## config.mk

```make
export PLATFORM = sky130hd
export DESIGN_NAME = uart_rx_fifo_flat
export DESIGN_NICKNAME = d
export VERILOG_FILES = /design/src/rtl/uart_rx_fifo_if.sv /design/src/rtl/uart_rx_fifo.sv /design/src/flat_wrapper.sv
export SDC_FILE = /design/constraint.sdc
export NUM_CORES = 1
export LEC_CHECK = 0
export CAP_MARGIN = 20
export CORE_ASPECT_RATIO = 1.5
export CORE_UTILIZATION = 40
export CTS_CLUSTER_SIZE = 10
export DETAILED_ROUTE_END_ITERATION = 16
export PLACE_DENSITY = 0.57
export SYNTH_ARGS = -nofsm -noshare
export SYNTH_HDL_FRONTEND = slang
export SYNTH_SLANG_ARGS = --single-unit
export TNS_END_PERCENT = 20
```

## constraint.sdc

```tcl
create_clock -name clk -period 8.9 [get_ports clk]
set_input_delay 0.89 -clock clk [delete_from_list [all_inputs] [get_ports clk]]
set_output_delay 0.89 -clock clk [all_outputs]
set_load 0.02 [all_outputs]
```

## src/rtl/uart_rx_fifo_if.sv

```systemverilog
// Bundle between uart_top / host logic and uart_rx_fifo.
// UART_RX_FIFO_DROP_CNT_EN adds the drop_cnt signal.
interface uart_rx_fifo_if #(
  parameter int AW = 4
);
  logic          rx_rdy;
  logic [7:0]    rx_data;
  logic          rx_rdy_clr;
  logic          rd_en;
  logic [7:0]    rd_data;
  logic          rd_valid;
  logic          empty;
  logic          full;
  logic [AW:0]   count;
  logic          overflow;
  logic          ovf_clr;
`ifdef UART_RX_FIFO_DROP_CNT_EN
  logic [15:0]   drop_cnt;

  modport master (
    output rx_rdy, rx_data, rd_en, ovf_clr,
    input  rx_rdy_clr, rd_data, rd_valid, empty, full, count, overflow, drop_cnt
  );
  modport slave (
    input  rx_rdy, rx_data, rd_en, ovf_clr,
    output rx_rdy_clr, rd_data, rd_valid, empty, full, count, overflow, drop_cnt
  );
`else
  modport master (
    output rx_rdy, rx_data, rd_en, ovf_clr,
    input  rx_rdy_clr, rd_data, rd_valid, empty, full, count, overflow
  );
  modport slave (
    input  rx_rdy, rx_data, rd_en, ovf_clr,
    output rx_rdy_clr, rd_data, rd_valid, empty, full, count, overflow
  );
`endif
endinterface

```

## src/rtl/uart_rx_fifo.sv

```systemverilog
// Receive byte buffer downstream of uart_top: captures rdy/data_out into a show-ahead FIFO.
// UART_RX_FIFO_DROP_CNT_EN adds a saturating 16-bit dropped-byte counter (drop_cnt).
module uart_rx_fifo #(
  parameter int DEPTH = 16,
  parameter int AW    = 4
) (
  input logic          clk,
  input logic          rst,
  uart_rx_fifo_if.slave bus
);

  typedef enum logic [1:0] {
    IDLE     = 2'd0,
    CLR      = 2'd1,
    WAIT_LOW = 2'd2
  } state_t;

  localparam logic [AW:0] FULL_CNT = (AW+1)'(DEPTH);

  state_t        state_q, state_d;
  logic          capture;
  logic          clr_q;
  logic [7:0]    mem [DEPTH];
  logic [AW-1:0] wr_ptr, rd_ptr;
  logic [AW:0]   count_q;
  logic          overflow_q;
  logic          empty_w, full_w;
  logic          do_write, do_read, drop;

  always_ff @(posedge clk) begin
    if (rst) state_q <= WAIT_LOW;
    else     state_q <= state_d;
  end

  always_comb begin
    state_d = state_q;
    capture = 1'b0;
    case (state_q)
      IDLE: begin
        if (bus.rx_rdy) begin
          capture = 1'b1;
          state_d = CLR;
        end
      end
      CLR:      state_d = WAIT_LOW;
      WAIT_LOW: if (!bus.rx_rdy) state_d = IDLE;
      default:  state_d = WAIT_LOW;
    endcase
  end

  assign empty_w = (count_q == '0);
  assign full_w  = (count_q == FULL_CNT);

  // A read in the same cycle frees a slot, so a full FIFO still accepts the byte.
  assign do_read  = bus.rd_en && !empty_w;
  assign do_write = capture && (!full_w || bus.rd_en);
  assign drop     = capture && full_w && !bus.rd_en;

  always_ff @(posedge clk) begin
    if (rst) clr_q <= 1'b0;
    else     clr_q <= capture;
  end

  always_ff @(posedge clk) begin
    if (!rst && do_write) mem[wr_ptr] <= bus.rx_data;
  end

  always_ff @(posedge clk) begin
    if (rst) begin
      wr_ptr  <= '0;
      rd_ptr  <= '0;
      count_q <= '0;
    end else begin
      if (do_write) wr_ptr <= wr_ptr + AW'(1);
      if (do_read)  rd_ptr <= rd_ptr + AW'(1);
      count_q <= count_q + (AW+1)'(do_write) - (AW+1)'(do_read);
    end
  end

  always_ff @(posedge clk) begin
    if (rst)              overflow_q <= 1'b0;
    else if (drop)        overflow_q <= 1'b1;
    else if (bus.ovf_clr) overflow_q <= 1'b0;
  end

`ifdef UART_RX_FIFO_DROP_CNT_EN
  logic [15:0] drop_cnt_q;

  always_ff @(posedge clk) begin
    if (rst) begin
      drop_cnt_q <= '0;
    end else if (drop) begin
      if (drop_cnt_q != '1) drop_cnt_q <= drop_cnt_q + 16'd1;
    end else if (bus.ovf_clr) begin
      drop_cnt_q <= '0;
    end
  end

  assign bus.drop_cnt = drop_cnt_q;
`endif

  assign bus.rx_rdy_clr = clr_q;
  assign bus.count      = count_q;
  assign bus.empty      = empty_w;
  assign bus.full       = full_w;
  assign bus.rd_valid   = !empty_w;
  assign bus.rd_data    = empty_w ? 8'h00 : mem[rd_ptr];
  assign bus.overflow   = overflow_q;

endmodule
```

## src/flat_wrapper.sv

```systemverilog
// flat-port wrapper written by rule: the top's interface ports become plain ports
module uart_rx_fifo_flat 
#(
  parameter int DEPTH = 16,
  parameter int AW    = 4
)
  (clk, rst, bus_rx_rdy, bus_rx_data, bus_rd_en, bus_ovf_clr, bus_rx_rdy_clr, bus_rd_data, bus_rd_valid, bus_empty, bus_full, bus_count, bus_overflow);
  uart_rx_fifo_if #(.AW(AW)) bus_i ();
  input logic clk;
  input logic rst;
  input wire logic [$bits(bus_i.rx_rdy)-1:0] bus_rx_rdy;
  input wire logic [$bits(bus_i.rx_data)-1:0] bus_rx_data;
  input wire logic [$bits(bus_i.rd_en)-1:0] bus_rd_en;
  input wire logic [$bits(bus_i.ovf_clr)-1:0] bus_ovf_clr;
  output wire logic [$bits(bus_i.rx_rdy_clr)-1:0] bus_rx_rdy_clr;
  output wire logic [$bits(bus_i.rd_data)-1:0] bus_rd_data;
  output wire logic [$bits(bus_i.rd_valid)-1:0] bus_rd_valid;
  output wire logic [$bits(bus_i.empty)-1:0] bus_empty;
  output wire logic [$bits(bus_i.full)-1:0] bus_full;
  output wire logic [$bits(bus_i.count)-1:0] bus_count;
  output wire logic [$bits(bus_i.overflow)-1:0] bus_overflow;
  assign bus_i.rx_rdy = bus_rx_rdy;
  assign bus_i.rx_data = bus_rx_data;
  assign bus_i.rd_en = bus_rd_en;
  assign bus_i.ovf_clr = bus_ovf_clr;
  assign bus_rx_rdy_clr = bus_i.rx_rdy_clr;
  assign bus_rd_data = bus_i.rd_data;
  assign bus_rd_valid = bus_i.rd_valid;
  assign bus_empty = bus_i.empty;
  assign bus_full = bus_i.full;
  assign bus_count = bus_i.count;
  assign bus_overflow = bus_i.overflow;
  uart_rx_fifo #(.DEPTH(DEPTH), .AW(AW)) u_core (.clk(clk), .rst(rst), .bus(bus_i));
endmodule
```

## After elaboration in Yosys (flattened, before gate mapping)

Memory sizes are Yosys's and may differ from the RTL's. A register that Yosys moved wholly into a read port is not among the register bits.
Index checks and enable logic that the tools add are counted.

- Input port bits: 13
- Register bits: 17
- Memory bits (writable): 128
- Logic and storage cells: 41
- Memories kept: 1
- Output and inout port bits: 18

Memory list:

| name | depth | bits a word | rd ports | clocked after memory_dff | write ports | RTL line | source |
|---|---|---|---|---|---|---|---|
| u_core.mem | 16 | 8 | 1 | 1 | 1 | uart_rx_fifo.sv:23 | `logic [7:0] mem [DEPTH];` |

- Mux-type cells: 12
- Reductions and logical operators: 14
- $add $sub $neg: 4
- Equal/unequal tests: 4

Operators with widths:

| cell | count |
|---|---|
| adder 4 x 1 -> 4 bit (second input constant) | 2 |
| 2-to-1 mux 4 bit | 2 |
| 2-to-1 mux 8 bit | 1 |
| 2-to-1 mux 1 bit | 6 |
| adder 5 x 1 -> 5 bit | 1 |
| == test 5 bit (second input constant) | 1 |
| logical AND 1 bit | 5 |
| zero test 5 bit | 1 |
| subtractor 5 x 1 -> 5 bit | 1 |
| zero test 1 bit | 4 |
| 2-to-1 mux 2 bit | 2 |
| inequality test 2 bit (second input constant) | 2 |
| case mux 2 bit (2 select lines) | 1 |
| == test 2 bit (second input constant) | 1 |
| zero test 2 bit | 1 |
| AND reduction 2 bit | 1 |
| nonzero test 2 bit | 1 |
| logical OR 1 bit | 1 |

## Longest topological paths before layout

Gate-level depths: netlist of run 1.

- Depth in word-level cells: 7
- Depth in mapped cells: 14
- Gate-level depth less buffers: 13

## Least setup slack after synthesis of run 1

No wires, ideal clock.

- Path type: flip-flop to flip-flop
- Start: register u_core.count_q[3], in the netlist u_core.bus.count[3]
- End: register u_core.count_q[4], in the netlist u_core.bus.count[4]
- Required time: 8,830 ps
- Period minus slack after synthesis: 3,092 ps
- Buffers on the path: 1
- Library setup time: 70 ps
- Cell stages (with the launch flop): 15
- Arrival time: 3,022 ps
- Slack: 5,808 ps
- Cells stage by stage: dfxtp_1 inv_1 ha_1 or4b_2 clkbuf_1 nand2_1 inv_1 ha_1 inv_1 ha_1 fa_1 a21oi_1 nor2_1 or3_1 a21oi_1

- Elaborated cells on any way between the ends: 9
- Those cells by class: add/sub (2); eq/ne (1); reduce/logical (6)

RTL lines:

| item | RTL line | source |
|---|---|---|
| start: declaration | uart_rx_fifo.sv:25 | `logic [AW:0] count_q;` |
| start signal: assignment | uart_rx_fifo.sv:76 | `count_q <= count_q + (AW+1)'(do_write) - (AW+1)'(do_read);` |
| zero test 5 bit | uart_rx_fifo.sv:51 | `assign empty_w = (count_q == '0);` |
| zero test 1 bit | uart_rx_fifo.sv:55 | `assign do_read = bus.rd_en && !empty_w;` |
| logical AND 1 bit | uart_rx_fifo.sv:55 |  |
| via u_core.do_read | uart_rx_fifo.sv:28 | `logic do_write, do_read, drop;` |
| subtractor 5 x 1 -> 5 bit | uart_rx_fifo.sv:76 |  |

The timed path passes the listed nets, and every way through them passes these cells.
A chain may end at the register's enable or synchronous reset.

==> results of run 1 <==
flip-flops by register name, summed over array words and instances (netlist names), named ones only:
| register | cells |
|---|---|
| u_core.mem | 128 |
| u_core.bus.count | 5 |
| u_core.rd_ptr | 4 |
| u_core.wr_ptr | 4 |
| u_core.state_q | 2 |
| u_core.bus.overflow | 1 |
| u_core.bus.rx_rdy_clr | 1 |
synth_stat cells (7+ instances only):
cell	n	share of area (%)
mux2_2	8	1.5
nor2_1	24	1.5
a21oi_1	13	1.1
ha_1	11	2.3
nand2_1	7	0.44
mux4_1	13	5.7
mux2i_1	9	1.5
edfxtp_1	128	64
inv_1	12	0.75
dfxtp_1	21	7.0
mux4_2	19	7.1
per-layer routing:
metal	global-route usage, %	share of wire [%]	vias up	wire (µm)
met3	4.09	3.7	6	429
met4	7.01	1.6	0	188
met2	27.3	53	63	6160
met5	0	0	-	0
met1	19.6	41	1469	4740
li1	-	-	1363	-
cells by family after synthesis:
logic type	after synthesis	synth area share, %
AO/OA/AOI/OAI	29	2.67
adder cells (fa/ha/maj)	12	2.62
XOR/XNOR	8	1.17
buffers and inverters	30	2.65
multiplexers	49	15.8
AND/OR/NAND/NOR	51	4.10
flip-flops	149	71.0
final cells by class:
type | count | area (µm²) | area share (%)
Tap cell | 196 | 245 | 3.48
Sequential cell | 149 | 4260 | 60.5
Inverter | 12 | 45.0 | 0.639
Clock buffer | 20 | 437 | 6.20
Timing Repair Buffer | 36 | 338 | 4.79
Multi-Input combinational cell | 149 | 1580 | 22.5
Clock inverter | 11 | 135 | 1.92
power by group:
part	switching, mW	total, mW	leakage [nW]	internal (mW)
Combinational	0.244	0.472	0.704	0.228
Sequential	0.0159	0.795	1.32	0.779
Clock	0.258	0.694	0.271	0.435
Total	0.518	1.96	2.30	1.44
worst max-delay path: cells and delay by family (launching register included):
family          cells  cell delay [ps]
mux                 2              920
flops               1              300
buf+inv             2             1030
compound gates      2              260
worst paths after layout:
kind                                 to  slack, ps  cells past startpoint
setup reg to reg    u_core.bus.count[4]       5510                     13
hold reg to reg   u_core.bus.rx_rdy_clr        480                      1
setup / recovery         bus_rd_data[7]       5060                      6
hold / removal    u_core.bus.rx_rdy_clr        480                      1
==> summary.md, run 1 <==
| Metric | Value |
|---|---|
| Crit-path slowest cell | mux4_2 |
| Clock sink count | 149 |
| Placed Instances | 539 |
| Fin nets | 390 |
| Worst-path fanout max | 32 |
| Min-delay worst type | register to register |
| Core area | 14600 µm² |
| Die Span Y | 152 µm |
| Clock buffer count from CTS | 17 |
| RSZ-0062 raised after global routing | no |
| Peak VDD IR | 0.000174 V |
| Worst EP required | 8010 ps |
| Hold_buf cts | 0 |
| Dpl cell area | 6460 µm² |
| Worst setup margin | 5060 ps |
| Initial antenna violation count | 0 |
| FF+latch count, synth | 149 |
| Worst path arrival time | 2950 ps |
| Drt drc | 0 |
| Syn Nets | 353 |
| FMAX | 261 MHz |
| Setup WS pre-CTS | 4950 ps |
| Final min period | 3840 ps |
| Setup repair bufs after CTS | 0 |
| Final slew viol count | 0 |
| Crit share post-route | 43.1% |
| Worst slew margin | 31.4% |
| Pin count of the biggest net entering global routing | 33 |
| Final setup vio count | 0 |
| Overall routing resource usage | 16.3% |
| Vias | 2901 |
| Commonest non-fill, non-tap cells in the layout | edfxtp_1 (128), clkdlybuf4s50_1 (30), nor2_1 (24) |
| Critical Path Source Type | register |
| Post-CTS sizing | 0 |
| Register area share after synthesis | 71.0% |
| Mapped Cells | 328 |
| Num rows | 54 |
| Die area | 15500 µm² |
| FF-to-FF Start | u_core.bus.count[3] |
| Clock root buffer | clkbuf_16 |
| Initial core utilization | 41.2% |
| Average cell area after synthesis | 18.3 µm² |
| Antenna viol nets, final | 0 |
| Layout Cells excl Fill | 573 |
| Status | finished, final reports clean |
| I/O Pins | 31 |
| Syn. warnings | 0 |
| Leak pwr | 2.30 nW |
| Cell chain of the critical path | buf_4 > mux4_2 > mux2_2 > o21ai_0 > a21oi_1 > clkdlybuf4s50_1 |
| Overall power | 1.96 mW |
| H-tree lvl count | 4 |
| CTS clk-pin slew, worst paths | 60 ps |
| Pre-antenna DRT Iters | 4 |
| Layout cell share with drive strength beyond 1 | 15.9% |
| Number of global-route vias before repair | 3031 |
| Drt wl/cell | 20.1 µm |
| Cell variety after synth | 36 |
| DRT iter0 DRCs | 141 |
| First-pass GRT wire length | 17700 µm |
| GPL Wtd Cong | 0.732 |
| Fin Hold WS | 484 ps |
| Ys async rst share | 0% |
| Total negative setup slack | 0 ps |
| Clk_skew | 5.05 ps |
| Ant diodes | 0 |
| Congestion Overflow GR | 0 |
| Commonest non-fill, non-tap cell in the layout | edfxtp_1 |
| Layout area overhead | 17.3% |
| Clock insertion delay at the later pin of the skew report | 410 ps |
| CTS tree | done |
| Max clock buf depth | 2 |
| Die Width | 102 µm |
| Dominant synthesized flop cell | edfxtp_1 |
| Post-Syn Area | 6010 µm² |
| EDFF count, synth | 128 |
| IO buf count | 30 |
| Worst-Margin Slew | 1020 ps |
| Post-layout instance area | 7050 µm² |
| Fillers | 1265 |
| Total wire length | 11500 µm |
| Final hold violations | 0 |
| Hold Path Origin | u_core.state_q[1] |
| CP endpoint kind | primary output |
| Via-to-Cell Ratio | 5.06 |
| PwrDens | 278 nW/µm² |
| Worst path max stage delay | 630 ps |
| Critical path class | register to primary output |
| MaxCap Viol Count | 0 |
| Core Util, Final | 48.3% |
| Half-perimeter wire length of the detailed placement result | 7480 µm |
Note: power is estimated with default switching activity, not from simulation.
==> run 2, diff against run 1 <==
==> constraint.sdc (replaced) <==
create_clock -name clk -period 3.7 [get_ports clk]
set_input_delay 0.37 -clock clk [delete_from_list [all_inputs] [get_ports clk]]
set_output_delay 0.37 -clock clk [all_outputs]
set_load 0.02 [all_outputs]
==> summary.md, run 2 (synthesized netlist as in run 1, its figures left out) <==
| Metric | Value |
|---|---|
| Status | finished, final reports clean (unchanged) |
| Leak pwr | 2.40 nW (was 2.30 nW) |
| CP endpoint kind | primary output (unchanged) |
| Psw | 1.30 mW (was 518 µW) |
| Pre-antenna DRT Iters | 4 (unchanged) |
| Clock sink count | 149 (unchanged) |
| Vias | 3016 (was 2901) |
| Total negative setup slack | 0 ps (unchanged) |
| FMAX | 318 MHz |
| GPL Wtd Cong | 0.711 (was 0.732) |
| Register area | 4260 µm² (unchanged) |
| DRT iter0 DRCs | 129 (was 141) |
| Die Span Y | 152 µm (unchanged) |
| Half-perimeter wire length of the detailed placement result | 7460 µm (was 7480 µm) |
| Max clock buf depth | 2 (unchanged) |
| Commonest non-fill, non-tap cell in the layout | edfxtp_1 (unchanged) |
| Drt drc | 0 (unchanged) |
| Clock buffer count from CTS | 17 (unchanged) |
| Power Internal | 3.50 mW (was 1.44 mW) |
| Layout cell share with drive strength beyond 1 | 20.4% (was 15.9%) |
| Dpl cell area | 6610 µm² (was 6460 µm²) |
| Clock insertion delay at the later pin of the skew report | 420 ps (was 410 ps) |
| Commonest non-fill, non-tap cells in the layout | edfxtp_1 (128), clkdlybuf4s50_1 (30), nor2_1 (24) (unchanged) |
| Antenna viol nets, final | 0 (unchanged) |
| CTS tree | done (unchanged) |
| Final slew viol count | 0 (unchanged) |
| Fillers | 1254 (was 1265) |
| Setup repair bufs after CTS | 0 (unchanged) |
| Ant diodes | 0 (unchanged) |
| Worst EP required | 3330 ps (was 8010 ps) |
| RSZ-0062 raised after global routing | no (unchanged) |
| CP bufs+invs | 2 (unchanged) |
| Min-delay worst type | register to register (unchanged) |
| Peak VDD IR | 0.000572 V (was 0.000174 V) |
| CTS clk-pin slew, worst paths | 60 ps (about the same) |
| Clk_skew | 9.63 ps (was 5.05 ps) |
| Crit share post-route | 84.9% |
| I/O Pins | 31 (unchanged) |
| Worst path arrival time | 2770 ps (was 2950 ps) |
| Critical path class | register to primary output (unchanged) |
| Critical Path Source Type | register (unchanged) |
| Area of the multi-input gates | 1580 µm² (unchanged) |
| Worst-path fanout max | 32 (unchanged) |
| Post-CTS sizing | 0 (unchanged) |
| Die area | 15500 µm² (unchanged) |
| Sw frac | 27.1% (was 26.4%) |
| Reg power frac | 39.8% (was 40.5%) |
| Worst path max stage delay | 570 ps (was 630 ps) |
| Initial antenna violation count | 0 (unchanged) |
| First-pass GRT wire length | 17500 µm (was 17700 µm) |
| Via-to-Cell Ratio | 5.13 (was 5.06) |
| Num rows | 54 (unchanged) |
| Post-layout instance area | 7210 µm² (was 7050 µm²) |
| Die Width | 102 µm (unchanged) |
| Overall routing resource usage | 16.0% (was 16.3%) |
| Initial core utilization | 41.2% (unchanged) |
| Max reg flops | 128 (unchanged) |
| Drt wl/cell | 19.3 µm (was 20.1 µm) |
| Number of global-route vias before repair | 3118 (was 3031) |
| Comb pwr share | 24.0% (was 24.1%) |
| MaxCap Viol Count | 0 (unchanged) |
| Final setup vio count | 0 (unchanged) |
| Hold_buf cts | 0 (unchanged) |
| Clk pwr share | 36.2% (was 35.4%) |
| Fin nets | 405 (was 390) |
| Biggest register | u_core.mem (unchanged) |
| Layout area overhead | 20.0% (was 17.3%) |
| Worst slew margin | 56.6% (was 31.4%) |
| Worst-Margin Slew | 646 ps (was 1020 ps) |
| Pin count of the biggest net entering global routing | 33 (unchanged) |
| Core area | 14600 µm² (unchanged) |
| Cell chain of the critical path | buf_12 > mux4_1 > mux2_2 > o21ai_0 > a21oi_1 > clkdlybuf4s50_1 (was buf_4 > mux4_2 > mux2_2 > o21ai_0 > a21oi_1 > clkdlybuf4s50_1) |
| Total wire length | 11300 µm (was 11500 µm) |
| Crit path max-delay family | multiplexers (was buffers and inverters) |
| IO buf count | 30 (unchanged) |
| Clock root buffer | clkbuf_16 (unchanged) |
| Final hold violations | 0 (unchanged) |
| Congestion Overflow GR | 0 (unchanged) |
| H-tree lvl count | 4 (unchanged) |
| Final min period | 3140 ps |
| Crit-path slowest cell | mux4_1 (was mux4_2) |
| PwrDens | 667 nW/µm² (was 278 nW/µm²) |
==> run 2: cell type report <==
class                   count  share of cell area [%]
clock buffers              17                    5.90
clock inverters            14                    2.40
inverters                  12                   0.625
multi-input cells         149                    22.0
flip-flops and latches    149                    59.2
well taps                 196                    3.40
repair buffers             51                    6.53
==> run 2: worst paths after layout <==
kind / start / slack (ps) / cells after the start / to
max: register / 560 / 6 / bus_rd_data[1]
min: u_core.state_q[1] / 480 / 1 / u_core.bus.rx_rdy_clr
max reg2reg: u_core.bus.count[3] / 600 / 13 / u_core.bus.count[4]
min reg2reg: u_core.state_q[1] / 480 / 1 / u_core.bus.rx_rdy_clr
==> run 2: power by group through the flow <==
stage                     sequential (mW)  combinational (mW)  clock (mW)
after global placement               1.95                1.16           0
after global routing                 1.92                1.26        1.83
after floorplan                      1.97               0.762           0
final                                1.91                1.15        1.74
after CTS                            1.91                1.17        1.77
after detailed placement             1.95                1.17           0
==> run 2: routing by layer <==
metal	global-route usage (%)	vias to the layer above	routed length, µm
met5	0	-	0
met4	6.73	0	208
met3	4.00	16	385
met2	27.6	76	6160
met1	18.5	1526	4600
li1	-	1398	-
==> run 2: metrics by stage <==
step	std cells	worst slack, ps	power [mW]	hold WS (ps)	util (%)
after floorplan	328	608	2.73	448	-
after global placement	557	686	3.11	469	45.3
after detailed placement	557	610	3.12	466	45.3
after CTS	588	498	4.86	484	49.4
after global routing	588	421	5.01	507	49.4
final	588	558	4.81	478	49.4
==> run 3, diff against run 2 <==
==> constraint.sdc (replaced) <==
create_clock -name clk -period 2.95 [get_ports clk]
set_input_delay 0.295 -clock clk [delete_from_list [all_inputs] [get_ports clk]]
set_output_delay 0.295 -clock clk [all_outputs]
set_load 0.02 [all_outputs]
==> summary.md, run 3 (synthesized netlist as in run 1, its figures left out) <==
| Metric | Value |
|---|---|
| Congestion Overflow GR | 0 (unchanged) |
| I/O Pins | 31 (unchanged) |
| Clock sink count | 149 (unchanged) |
| Pre-antenna DRT Iters | 4 (unchanged) |
| Worst EP required | 3300 ps (was 3330 ps) |
| Hold_buf cts | 0 (unchanged) |
| CTS clk-pin slew, worst paths | 60 ps (about the same) |
| Core Util, Final | 50.4% (was 49.4%) |
| Number of global-route vias before repair | 3245 (was 3118) |
| DRT iter0 DRCs | 149 (was 129) |
| Overall routing resource usage | 16.3% (was 16.0%) |
| Critical path class | register to register (was register to primary output) |
| CTS tree | done (unchanged) |
| Final slew viol count | 0 (unchanged) |
| Final min period | 2780 ps |
| IO buf count | 30 (unchanged) |
| H-tree lvl count | 4 (unchanged) |
| Layout area overhead | 22.4% (was 20.0%) |
| Clock root buffer | clkbuf_16 (unchanged) |
| Fin Hold WS | 481 ps (was 478 ps) |
| Worst path arrival time | 3130 ps (was 2770 ps) |
| RSZ-0062 raised after global routing | no (unchanged) |
| Clk_skew | 12.8 ps (was 9.63 ps) |
| PwrDens | 833 nW/µm² (was 667 nW/µm²) |
| Max reg flops | 128 (unchanged) |
| Drt wl/cell | 19.1 µm (was 19.3 µm) |
| Drt drc | 0 (unchanged) |
| First-pass GRT wire length | 18100 µm (was 17500 µm) |
| Ant diodes | 0 (unchanged) |
| Initial antenna violation count | 0 (unchanged) |
| Total negative setup slack | 0 ps (unchanged) |
| CP endpoint kind | register (was primary output) |
| Setup repair bufs after CTS | 0 (unchanged) |
| Final hold violations | 0 (unchanged) |
| Max clock buf depth | 2 (unchanged) |
| Min-delay worst type | input port to register (was register to register) |
| R2R depth | 13 (unchanged) |
| Via-to-Cell Ratio | 4.97 (was 5.13) |
| Worst-path fanout max | 3 (was 32) |
| Fin nets | 415 (was 405) |
| MaxCap Viol Count | 0 (unchanged) |
| Status | finished, final reports clean (unchanged) |
| Placed Instances | 566 (was 557) |
| Total wire length | 11400 µm (was 11300 µm) |
| Pin count of the biggest net entering global routing | 33 (unchanged) |
| Die Width | 102 µm (unchanged) |
| Die Span Y | 152 µm (unchanged) |
| Half-perimeter wire length of the detailed placement result | 7520 µm (was 7460 µm) |
| Peak VDD IR | 0.000614 V (was 0.000572 V) |
| Worst-Margin Slew | 539 ps (was 646 ps) |
| Layout cell share with drive strength beyond 1 | 24.3% (was 20.4%) |
| Clock buffer count from CTS | 17 (unchanged) |
| Vias | 2980 (was 3016) |
| Core area | 14600 µm² (unchanged) |
| Commonest non-fill, non-tap cells in the layout | edfxtp_1 (128), buf_4 (28), nor2_1 (24) (was edfxtp_1 (128), clkdlybuf4s50_1 (30), nor2_1 (24)) |
| Commonest non-fill, non-tap cell in the layout | edfxtp_1 (unchanged) |
| Crit share post-route | 94.1% |
| Final setup vio count | 0 (unchanged) |
| FMAX | 360 MHz |
| GPL Wtd Cong | 0.716 (was 0.711) |
| Initial core utilization | 41.2% (unchanged) |
| Clock insertion delay at the later pin of the skew report | 410 ps (was 420 ps) |
| Leak pwr | 2.49 nW (was 2.40 nW) |
| Post-layout instance area | 7350 µm² (was 7210 µm²) |
| Biggest register | u_core.mem (unchanged) |
| Die area | 15500 µm² (unchanged) |
| Num rows | 54 (unchanged) |
| Antenna viol nets, final | 0 (unchanged) |
| Layout Cells excl Fill | 599 (was 588) |
| Dpl cell area | 6700 µm² (was 6610 µm²) |
| Critical Path Source Type | register (unchanged) |
| Worst slew margin | 63.9% (was 56.6%) |
| Worst hold path depth | 2 (was 1) |
[run 3: cell types whose count changed in the layout (fill, tap and decap cells not counted), sizes merged, moves of 2 or more]
cell | previous run | this run
clkdlybuf4s50 | 30 | 22
inv | 18 | 13
dlygate4sd2 | 0 | 7
clkinv | 3 | 7
buf | 21 | 30
clkbuf | 17 | 19
[run 3: repair_timing]
| action | CTS | global route |
|---|---|---|
| pin swaps | 0 | 1 |
| endpoints found under the setup margin | 8 | 2 |
| gates cloned | 0 | 1 |
| gates resized for setup | 8 | 7 |
[run 3: stage by stage]
stage          worst slack [ps]  power (mW)
2_1_floorplan              8.16        3.44
5_1_grt                    33.6        6.39
6_report                    173        6.13
4_1_cts                    38.5        6.14
3_3_place_gp               46.8        3.95
3_5_place_dp              -34.5        3.95
[run 3: worst paths after layout]
| path | end | from | slack (ps) |
|---|---|---|---|
| max | u_core.bus.count[4] | u_core.bus.count[3] | 170 |
| max reg2reg | u_core.bus.count[4] | u_core.bus.count[3] | 170 |
| min | u_core.state_q[0] | rst | 480 |
| min reg2reg | u_core.bus.overflow | u_core.bus.overflow | 480 |
[run 3: area by class of cell]
| type | instances | area [µm²] |
|---|---|---|
| Inverter | 12 | 45.0 |
| Fill cell | 1257 | 7240 |
| Sequential cell | 149 | 4270 |
| Tap cell | 196 | 245 |
| Multi-Input combinational cell | 149 | 1610 |
| Timing Repair Buffer | 61 | 569 |
| Clock inverter | 14 | 184 |
| Clock buffer | 18 | 429 |
[run 3: power by group]
group          total, mW  switching [mW]  internal, mW  leakage, nW
logic               1.49           0.746         0.739        0.875
clock network       2.23           0.820          1.41        0.295
registers           2.41          0.0600          2.35         1.32
[run 3: per-layer routing]
metal / vias to the layer above / track usage [%] / part of all wire [%]
met5: - / 0 / 0
met2: 51 / 28.2 / 55
met3: 9 / 3.91 / 2.5
met1: 1501 / 19.6 / 41
met4: 0 / 5.44 / 0.93
li1: 1419 / - / -
[run 3: worst max-delay path: stages (launching register included)]
cell and delay (ps):
dfxtp_2 320, inv_2 80, ha_4 140, or4b_4 460
nand2_2 110, inv_1 50, ha_1 260, inv_1 40
ha_2 190, fa_2 370, a21oi_1 140, nor2_1 60
or3_1 360, a21oi_2 140
